[config.mk]
export PLATFORM = sky130hd
export DESIGN_NAME = led_arbiter
export DESIGN_NICKNAME = d
export VERILOG_FILES = /design/src/rtl/led_arb_pkg.sv /design/src/rtl/led_rr_pick.sv /design/src/rtl/led_arbiter.sv
export SDC_FILE = /design/constraint.sdc
export NUM_CORES = 1
export LEC_CHECK = 0
export BUFFER_PORTS_ARGS = -buffer_cell sky130_fd_sc_hd__buf_4
export CAP_MARGIN = 20
export CORE_MARGIN = 2
export CORE_UTILIZATION = 48
export DETAILED_ROUTE_END_ITERATION = 10
export GPL_ROUTABILITY_DRIVEN = 0
export GPL_TIMING_DRIVEN = 0
export MAX_ROUTING_LAYER = met4
export PLACE_DENSITY = 0.68
export SLEW_MARGIN = 30
export SYNTH_ARGS = -nofsm -noshare
export SYNTH_HDL_FRONTEND = slang
export SYNTH_SLANG_ARGS = --single-unit
[constraint.sdc]
create_clock -name clk -period 3.6 [get_ports clk]
set_input_delay 0.54 -clock clk [delete_from_list [all_inputs] [get_ports clk]]
set_output_delay 0.54 -clock clk [all_outputs]
set_load 0.05 [all_outputs]
[src/rtl/led_arb_pkg.sv]
// Shared types and default sizing for the LED bank arbiter.
package led_arb_pkg;

  typedef enum logic [1:0] {
    StIdle,
    StHold,
    StShare
  } arb_state_e;

  localparam int unsigned DefNreq       = 4;
  localparam int unsigned DefHoldCycles = 50_000_000;

endpackage

[src/rtl/led_rr_pick.sv]
// Round-robin picker: first set request bit after last_owner, wrapping modulo NREQ.
module led_rr_pick #(
  parameter int unsigned NREQ = 4,
  parameter int unsigned IW   = 2
) (
  input  logic [NREQ-1:0] req,
  input  logic [IW-1:0]   last_owner,
  output logic [NREQ-1:0] winner,
  output logic [IW-1:0]   index,
  output logic            any
);

  always_comb begin
    int unsigned j;
    j      = 0;
    winner = '0;
    index  = '0;
    any    = 1'b0;
    // k = NREQ wraps back onto last_owner itself, so it is considered last.
    for (int unsigned k = 1; k <= NREQ; k++) begin
      j = (32'(last_owner) + k) % NREQ;
      if (!any && req[j[IW-1:0]]) begin
        any                 = 1'b1;
        index               = j[IW-1:0];
        winner[j[IW-1:0]]   = 1'b1;
      end
    end
  end

endmodule

[src/rtl/led_arbiter.sv]
// Time-sliced arbiter sharing one 8-bit LED bank between NREQ requesters,
// with a minimum hold time per grant and round-robin rotation afterwards.
module led_arbiter
  import led_arb_pkg::*;
#(
  parameter int unsigned NREQ         = DefNreq,
  parameter int unsigned HOLD_CYCLES  = DefHoldCycles,
  parameter logic [7:0]  IDLE_PATTERN = 8'h00
) (
  input  logic              clk,
  input  logic              reset,
  input  logic [NREQ-1:0]   req,
  input  logic [NREQ*8-1:0] pattern,
  output logic [NREQ-1:0]   gnt,
  output logic [7:0]        LED,
  output logic              busy
);

  localparam int unsigned IW = (NREQ > 1) ? $clog2(NREQ) : 1;
  localparam int unsigned CW = $clog2(HOLD_CYCLES + 1);

  arb_state_e      state;
  logic [CW-1:0]   cnt;
  logic [IW-1:0]   last_owner;

  logic [NREQ-1:0] pick_winner;
  logic [IW-1:0]   pick_index;
  logic            pick_any;
  logic            owner_req;
  logic [7:0]      owner_pat;
  logic [7:0]      pick_pat;

  // Masking the current owner makes the same picker serve both fresh
  // arbitration (gnt is zero in idle) and rotation away from the owner.
  led_rr_pick #(
    .NREQ (NREQ),
    .IW   (IW)
  ) u_pick (
    .req        (req & ~gnt),
    .last_owner (last_owner),
    .winner     (pick_winner),
    .index      (pick_index),
    .any        (pick_any)
  );

  // last_owner always names the current owner while a grant is active.
  assign owner_req = req[last_owner];
  assign owner_pat = pattern[{last_owner, 3'b000} +: 8];
  assign pick_pat  = pattern[{pick_index, 3'b000} +: 8];

  always_ff @(posedge clk or negedge reset) begin
    if (!reset) begin
      state      <= StIdle;
      cnt        <= '0;
      last_owner <= IW'(NREQ - 1);
      gnt        <= '0;
      LED        <= IDLE_PATTERN;
      busy       <= 1'b0;
    end else begin
      unique case (state)
        StIdle: begin
          if (pick_any) begin
            state      <= StHold;
            cnt        <= CW'(HOLD_CYCLES - 1);
            last_owner <= pick_index;
            gnt        <= pick_winner;
            LED        <= pick_pat;
            busy       <= 1'b1;
          end else begin
            gnt  <= '0;
            LED  <= IDLE_PATTERN;
            busy <= 1'b0;
          end
        end
        StHold: begin
          if (cnt == '0) begin
            state <= StShare;
          end else begin
            cnt <= cnt - 1'b1;
          end
          // A departed owner keeps the bank frozen until its slot expires.
          if (owner_req) begin
            LED <= owner_pat;
          end
        end
        StShare: begin
          if (pick_any) begin
            state      <= StHold;
            cnt        <= CW'(HOLD_CYCLES - 1);
            last_owner <= pick_index;
            gnt        <= pick_winner;
            LED        <= pick_pat;
            busy       <= 1'b1;
          end else if (owner_req) begin
            LED <= owner_pat;
          end else begin
            state <= StIdle;
            gnt   <= '0;
            LED   <= IDLE_PATTERN;
            busy  <= 1'b0;
          end
        end
        default: begin
          state <= StIdle;
          gnt   <= '0;
          LED   <= IDLE_PATTERN;
          busy  <= 1'b0;
        end
      endcase
    end
  end

endmodule
# Word level (Yosys, flattened, before mapping)
# Index checks and enable logic that the tools add are counted.
[word_totals]
reg_bits = 43
inputBits = 38
out_inout_bits = 13
word_cells = 105
[classes]
n_addsub = 5
order_cmp = 9
eq_ne = 8
n_shift = 2
mux = 51
bitwise = 6
reduce_logical = 18
[op_table]
columns = ["op", "n"]
rows = [
  ["32-bit by 6-bit variable part select with 8-bit output", 2],
  ["26-bit 2-to-1 mux", 2],
  ["26-bit one-hot mux with 2 select lines", 1],
  ["8-bit 2-to-1 mux", 4],
  ["4-bit 2-to-1 mux", 7],
  ["26-bit zero test", 1],
  ["26-bit by 1-bit subtractor with 26-bit output, second input constant", 1],
  ["8-bit one-hot mux with 3 select lines", 1],
  ["1-bit 2-to-1 mux", 16],
  ["2-bit 2-to-1 mux", 8],
  ["2-bit by 3-bit < comparator with 1-bit output, second input constant", 5],
  ["4-bit OR", 3],
  ["4-bit one-hot mux with 3 select lines", 1],
  ["1-bit binary-select mux with 2-bit select", 5],
  ["1-bit demux with 2-bit select", 4],
  ["2-bit by 1-bit greater-or-equal comparator with 1-bit output, second input constant", 4],
  ["2-bit inequality test, second input constant", 4],
  ["1-bit logical AND", 7],
  ["2-bit one-hot mux with 3 select lines", 1],
  ["3-bit AND reduction", 2],
  ["2-bit by 1-bit adder with 2-bit output, second input constant", 2],
  ["2-bit adder, second input constant", 2],
  ["4-bit AND", 1],
  ["4-bit inverter", 1],
  ["other kinds (11)", 14],
]

# Logic depth before layout (Yosys ltp)
[depth]
word_depth = 17
ltp_mapped = 9
ltp_nobuf = 9

# By module
# From an unflattened synthesis, not the netlist that was laid out.
[unflattened]
hier_cells = 300
hier_area_um2 = 3159.3
[by_module_without_submodules]
columns = ["module", "n_inst", "cells_each", "area_each_um2", "seq_area_each_um2"]
rows = [
  ["led_arbiter", 1, 232, 2633.8, 1078.5],
  ["led_rr_pick", 1, 68, 525.5, 0.0],
]

# Worst setup path after synthesis
# OpenSTA, ideal clock, no wires.
[synth_timing]
path_kind = "register -> register"
start = "register last_owner[1]"
end = "register LED[0]"
setup_ns = 0.126
arrival_ns = 2.658
t_required_ns = 3.474
path_slack_ns = 0.816
path_stages_with_launch = 10
n_path_buf = 1
period_less_slack_ns = 2.784
cell_sequence = "dfstp_2 -> clkbuf_1 -> inv_1 -> ha_1 -> mux4_2 -> a21oi_4 -> xnor2_4 -> nand2_8 -> mux2i_1 -> a221o_1"
[synth_via]
elab_chain_cells = 16
elab_cells_between_ends = 36
cone_classes = "4 x add/sub; 1 x eq/ne; 2 x shift; 23 x mux; 6 x reduce/logical"
[synth_rtl]
columns = ["element", "line", "source"]
rows = [
  ["from (decl)", "led_arbiter.sv:24", "logic [IW-1:0] last_owner;"],
  ["from (signal assigned)", "led_arbiter.sv:55", "last_owner <= IW'(NREQ - 1);"],
  ["from (signal assigned)", "led_arbiter.sv:65", "last_owner <= pick_index;"],
  ["from (signal assigned)", "led_arbiter.sv:90", "last_owner <= pick_index;"],
  ["2-bit by 1-bit adder with 2-bit output", "led_rr_pick.sv:21", "j = (32'(last_owner) + k) % NREQ;"],
  ["1-bit binary-select mux with 2-bit select", "led_rr_pick.sv:22", "if (!any && req[j[IW-1:0]]) begin"],
  ["1-bit 2-to-1 mux (not written as such)", "led_rr_pick.sv:22", ""],
  ["1-bit 2-to-1 mux", "led_rr_pick.sv:22", ""],
  ["1-bit zero test", "led_rr_pick.sv:22", ""],
  ["1-bit logical AND", "led_rr_pick.sv:22", ""],
  ["1-bit 2-to-1 mux", "led_rr_pick.sv:22", ""],
  ["1-bit zero test", "led_rr_pick.sv:22", ""],
  ["1-bit logical AND", "led_rr_pick.sv:22", ""],
  ["1-bit 2-to-1 mux", "led_rr_pick.sv:22", ""],
  ["1-bit zero test", "led_rr_pick.sv:22", ""],
  ["1-bit logical AND", "led_rr_pick.sv:22", ""],
  ["2-bit 2-to-1 mux", "led_rr_pick.sv:22", ""],
  ["32-bit by 6-bit variable part select with 8-bit output", "led_arbiter.sv:49", "assign pick_pat = pattern[{pick_index, 3'b000} +: 8];"],
  ["8-bit 2-to-1 mux (on tied branches)", "led_arbiter.sv:87, led_arbiter.sv:62", ""],
  ["8-bit one-hot mux with 3 select lines", "led_arbiter.sv:60", "unique case (state)"],
  ["to (signal assigned)", "led_arbiter.sv:67", "LED <= pick_pat;"],
  ["to (signal assigned)", "led_arbiter.sv:92", "LED <= pick_pat;"],
  ["to (signal assigned)", "led_arbiter.sv:95", "LED <= owner_pat;"],
  ["to (decl)", "led_arbiter.sv:15", "output logic [7:0] LED,"],
]
# Several ways; a longest one is shown, not always the timed one. The select of a mux whose other input is x is not followed.
# A chain may end at the register's enable or synchronous reset.

# Final worst setup path
[layout_timing]
start = "register last_owner[1]"
end = "register LED[5]"
# Same word-level chain as after synthesis.

==> run summary <==
• 2234 — vias in the first global route
• 10.2 sq um — Avg Inst Size Synth
• 0.08 ns — clock transition time at the flip-flop clock pins of the worst setup and hold paths
• 0 — endpoints failing setup
• 43 — number of clock sinks
• 2910 sq um — netlist area before placement
• 390 — final net count
• 60 — DRC violation total after the first TritonRoute iteration
• 0.334 ns — Worst Slack Setup Final
• 0.487 — relative slew slack
• 1.00 — FFs w/ async S/R, synth
• 6.70 mm — total wire length after detailed routing
• 81.8 um — Die Y-Extent
• 0.494 — initial core utilization
• 0 — Hold Violations, Final
• flip-flop — kind of start point of the critical path
• 286 — synthesized instance count
• 0 — leftover overflow at the end of global routing
• 0.244 — fraction of final layout cells with drive strength greater than 1
• 0.00923 ns — largest clock skew in the final design
• 0.422 mV — maximum vdd ir drop
• 5 — TritonCTS buffer count
• 0.589 — Final Util
• dfrtp_1 (41), nand2_1 (23), mux2i_1 (20) — list of most frequent post-synthesis cells
• 44 — largest net degree at the start of global routing
• 333 — syn nets
• 16.0 um — Routed wire per std cell
• 81.8 um — Die W
• 0 — # Max-Cap Violations
• 0 — setup repair bufs after CTS
• 0.269 — GR Layer Usage met1
• 3.80 ns — worst path required time
• 0.769 ns — Worst Max-Slew Pin Slew
• 5.78 — Via-to-Cell Ratio
• 3.27 ns — clock period minus worst slack
• 0.353 — fraction of synthesized cell area taken by the top area cell type
• dfrtp_1 — most area-hungry cell type in the Yosys netlist
• 0.0396 — global routing met3 resource utilization
• 0.394 ns — worst slack after detailed placement
• 0 — antenna cell count
• 5890 sq um — Std-Cell Core Area
• 51 — io pins
• 6690 sq um — area of the die
• 50 — number of I/O port buffers
• 0.371 — sequential element share of the synthesized area
• complete, no violations — run status
• dfrtp_1 (35%), mux4_2 (9.3%), mux2i_1 (6.9%), ha_1 (3.9%), xnor2_1 (3.0%) — top post-synthesis cells by area
• 1.42 nW — Lkg Pwr
• 0 — Max Slew Vio Count
• 4 — detailed-router iteration count before antenna repair
• 2423 — vias after detailed routing
• 43 — flops & latches, synth
• 3.47 ns — data arrival time of the critical path
• dfrtp_1 — cell with the most instances after synthesis
• met2 — grt peak-use layer
• 2 — number of buffers on the longest clock path
• dfrtp_1 — most instantiated flip-flop cell in the synthesis netlist
• 52 — post-synthesis cell type count
• primary input to asynchronous set/reset pin — HP Class
• last_owner[1]$_DFFE_PN1P_ — first element of the critical path
• 0 — final routed DRC violation total
• 10.5 mm — first-pass GRT wire length
• 0 ns — summed negative setup slack over all endpoints
• 0.214 — total routing usage reported by global routing
• 0 — number of antenna violations at the first check in global routing
• 0 — Yosys warning count
• flip-flop — critical path capture point type
• 0.29 ns — clock insertion delay at the later pin of the skew report
• last_owner[1]$_DFFE_PN1P_ — FF-to-FF Start
• 0 — count of cells resized by post-cts repair
• no — unrepaired setup endpoints after global routing
• 2 — maximum level of the CTS H-tree
• clkbuf_8 — buffer type at the clock tree root
• 0 — hold bufs inserted after CTS
• 4.96 mm — DP HPWL
• 19.3% — layout overhead on the synthesized area
• 834 nW/um^2 — power density over the cells
• 0 — post-detailed-route count of antenna-violating nets
• 0.907 — Tcrit/Tclk final
• done — CTS tree
• 28 — Site Rows
• 8 — maximum fanout along the worst path
• 0 — EDFF count, synth
• 306 MHz — Highest Clock Rate
• 0.350 — met2 layer usage reported by global route
• flip-flop to flip-flop — crit path kind
-- cell type report --
cell class	instances	area [sq um]
Fill cell	523	2420
Clock inverter	1	5.00
Multi-Input combinational cell	231	1770
Buffer	8	38.8
Tap cell	75	93.8
Inverter	4	15.0
Sequential cell	43	1080
Clock buffer	7	86.3
Timing Repair Buffer	50	375
-- per-layer routing --
layer	part of all wire	wire, um	vias up
met5	0	0	-
met4	0.014	93	0
met3	0.031	210	7
met2	0.51	3390	38
met1	0.45	3000	1189
li1	-	-	1189
-- layout by cell type, fill, tap and decap left out, types with 3 or more instances in the layout --
master | netlist | final
or3_1 | 6 | 6
nand3_1 | 14 | 14
buf_4 | 2 | 52
clkbuf_8 | 0 | 6
dfrtp_1 | 41 | 41
mux2i_1 | 20 | 20
o221ai_1 | 7 | 7
inv_1 | 3 | 3
xor2_1 | 3 | 3
o21ai_1 | 12 | 12
nor3_1 | 14 | 14
nor2b_1 | 11 | 11
nor3b_1 | 3 | 3
nand2b_1 | 11 | 11
clkbuf_1 | 5 | 6
or4_1 | 3 | 3
a21oi_1 | 16 | 16
ha_1 | 9 | 9
nand2_1 | 23 | 23
mux4_2 | 12 | 12
a221oi_1 | 4 | 4
nor2_1 | 19 | 19
xnor2_1 | 10 | 10
a22oi_1 | 4 | 4
-- path summary, 6_finish.rpt --
path                                       end  slack, ns  cells past startpoint
setup / recovery            LED[5]$_DFFE_PN0P_       0.33                      8
hold / removal             cnt[17]$_DFFE_PN0P_       0.22                      1
setup reg to reg            LED[5]$_DFFE_PN0P_       0.33                      8
hold reg to reg            cnt[12]$_DFFE_PN0P_       0.47                      1
max in group asynchronous   LED[4]$_DFFE_PN0P_       3.00                      1
min in group clk           cnt[12]$_DFFE_PN0P_       0.47                      1
-- critical path, cell delays in order (launching register included) --
cell and delay, ns:
dfstp_2 0.58, clkbuf_1 0.31, inv_1 0.23, ha_1 0.41, o21ai_1 0.09, o2bb2ai_1 0.13
a222oi_1 0.69, nand2_1 0.44, o221ai_1 0.30
-- sequential cells by signal, summed over array words and instances, names as in the netlist --
signal	count
busy	1
LED	8
state	2
gnt	4
last_owner	2
cnt	26
-- stage by stage --
| stage | cell area [sq um] | cells | hold slack (ns) | power (mW) |
|---|---|---|---|---|
| finish | 3470 | 419 | 0.222 | 2.89 |
| global route | 3470 | 419 | 0.260 | 3.09 |
| CTS | 3470 | 419 | 0.243 | 2.91 |
| detailed placement | 3380 | 411 | 0.457 | 2.59 |
| global placement | 3380 | 411 | 0.456 | 2.57 |
| floorplan | 2910 | 286 | 0.244 | 2.18 |
-- power by group --
| part | internal [mW] | switching, mW | total, mW |
|---|---|---|---|
| Sequential | 0.611 | 0.0983 | 0.709 |
| Combinational | 0.807 | 1.06 | 1.87 |
| Clock | 0.155 | 0.161 | 0.316 |
-- cells by family after synthesis --
group	share of synthesized area
simple gates	0.223
flops	0.371
xor+xnor	0.0486
compound gates	0.139
fa+ha+maj	0.0387
buf+inv	0.0185
mux	0.162
Power figures use the tool's default switching activity.
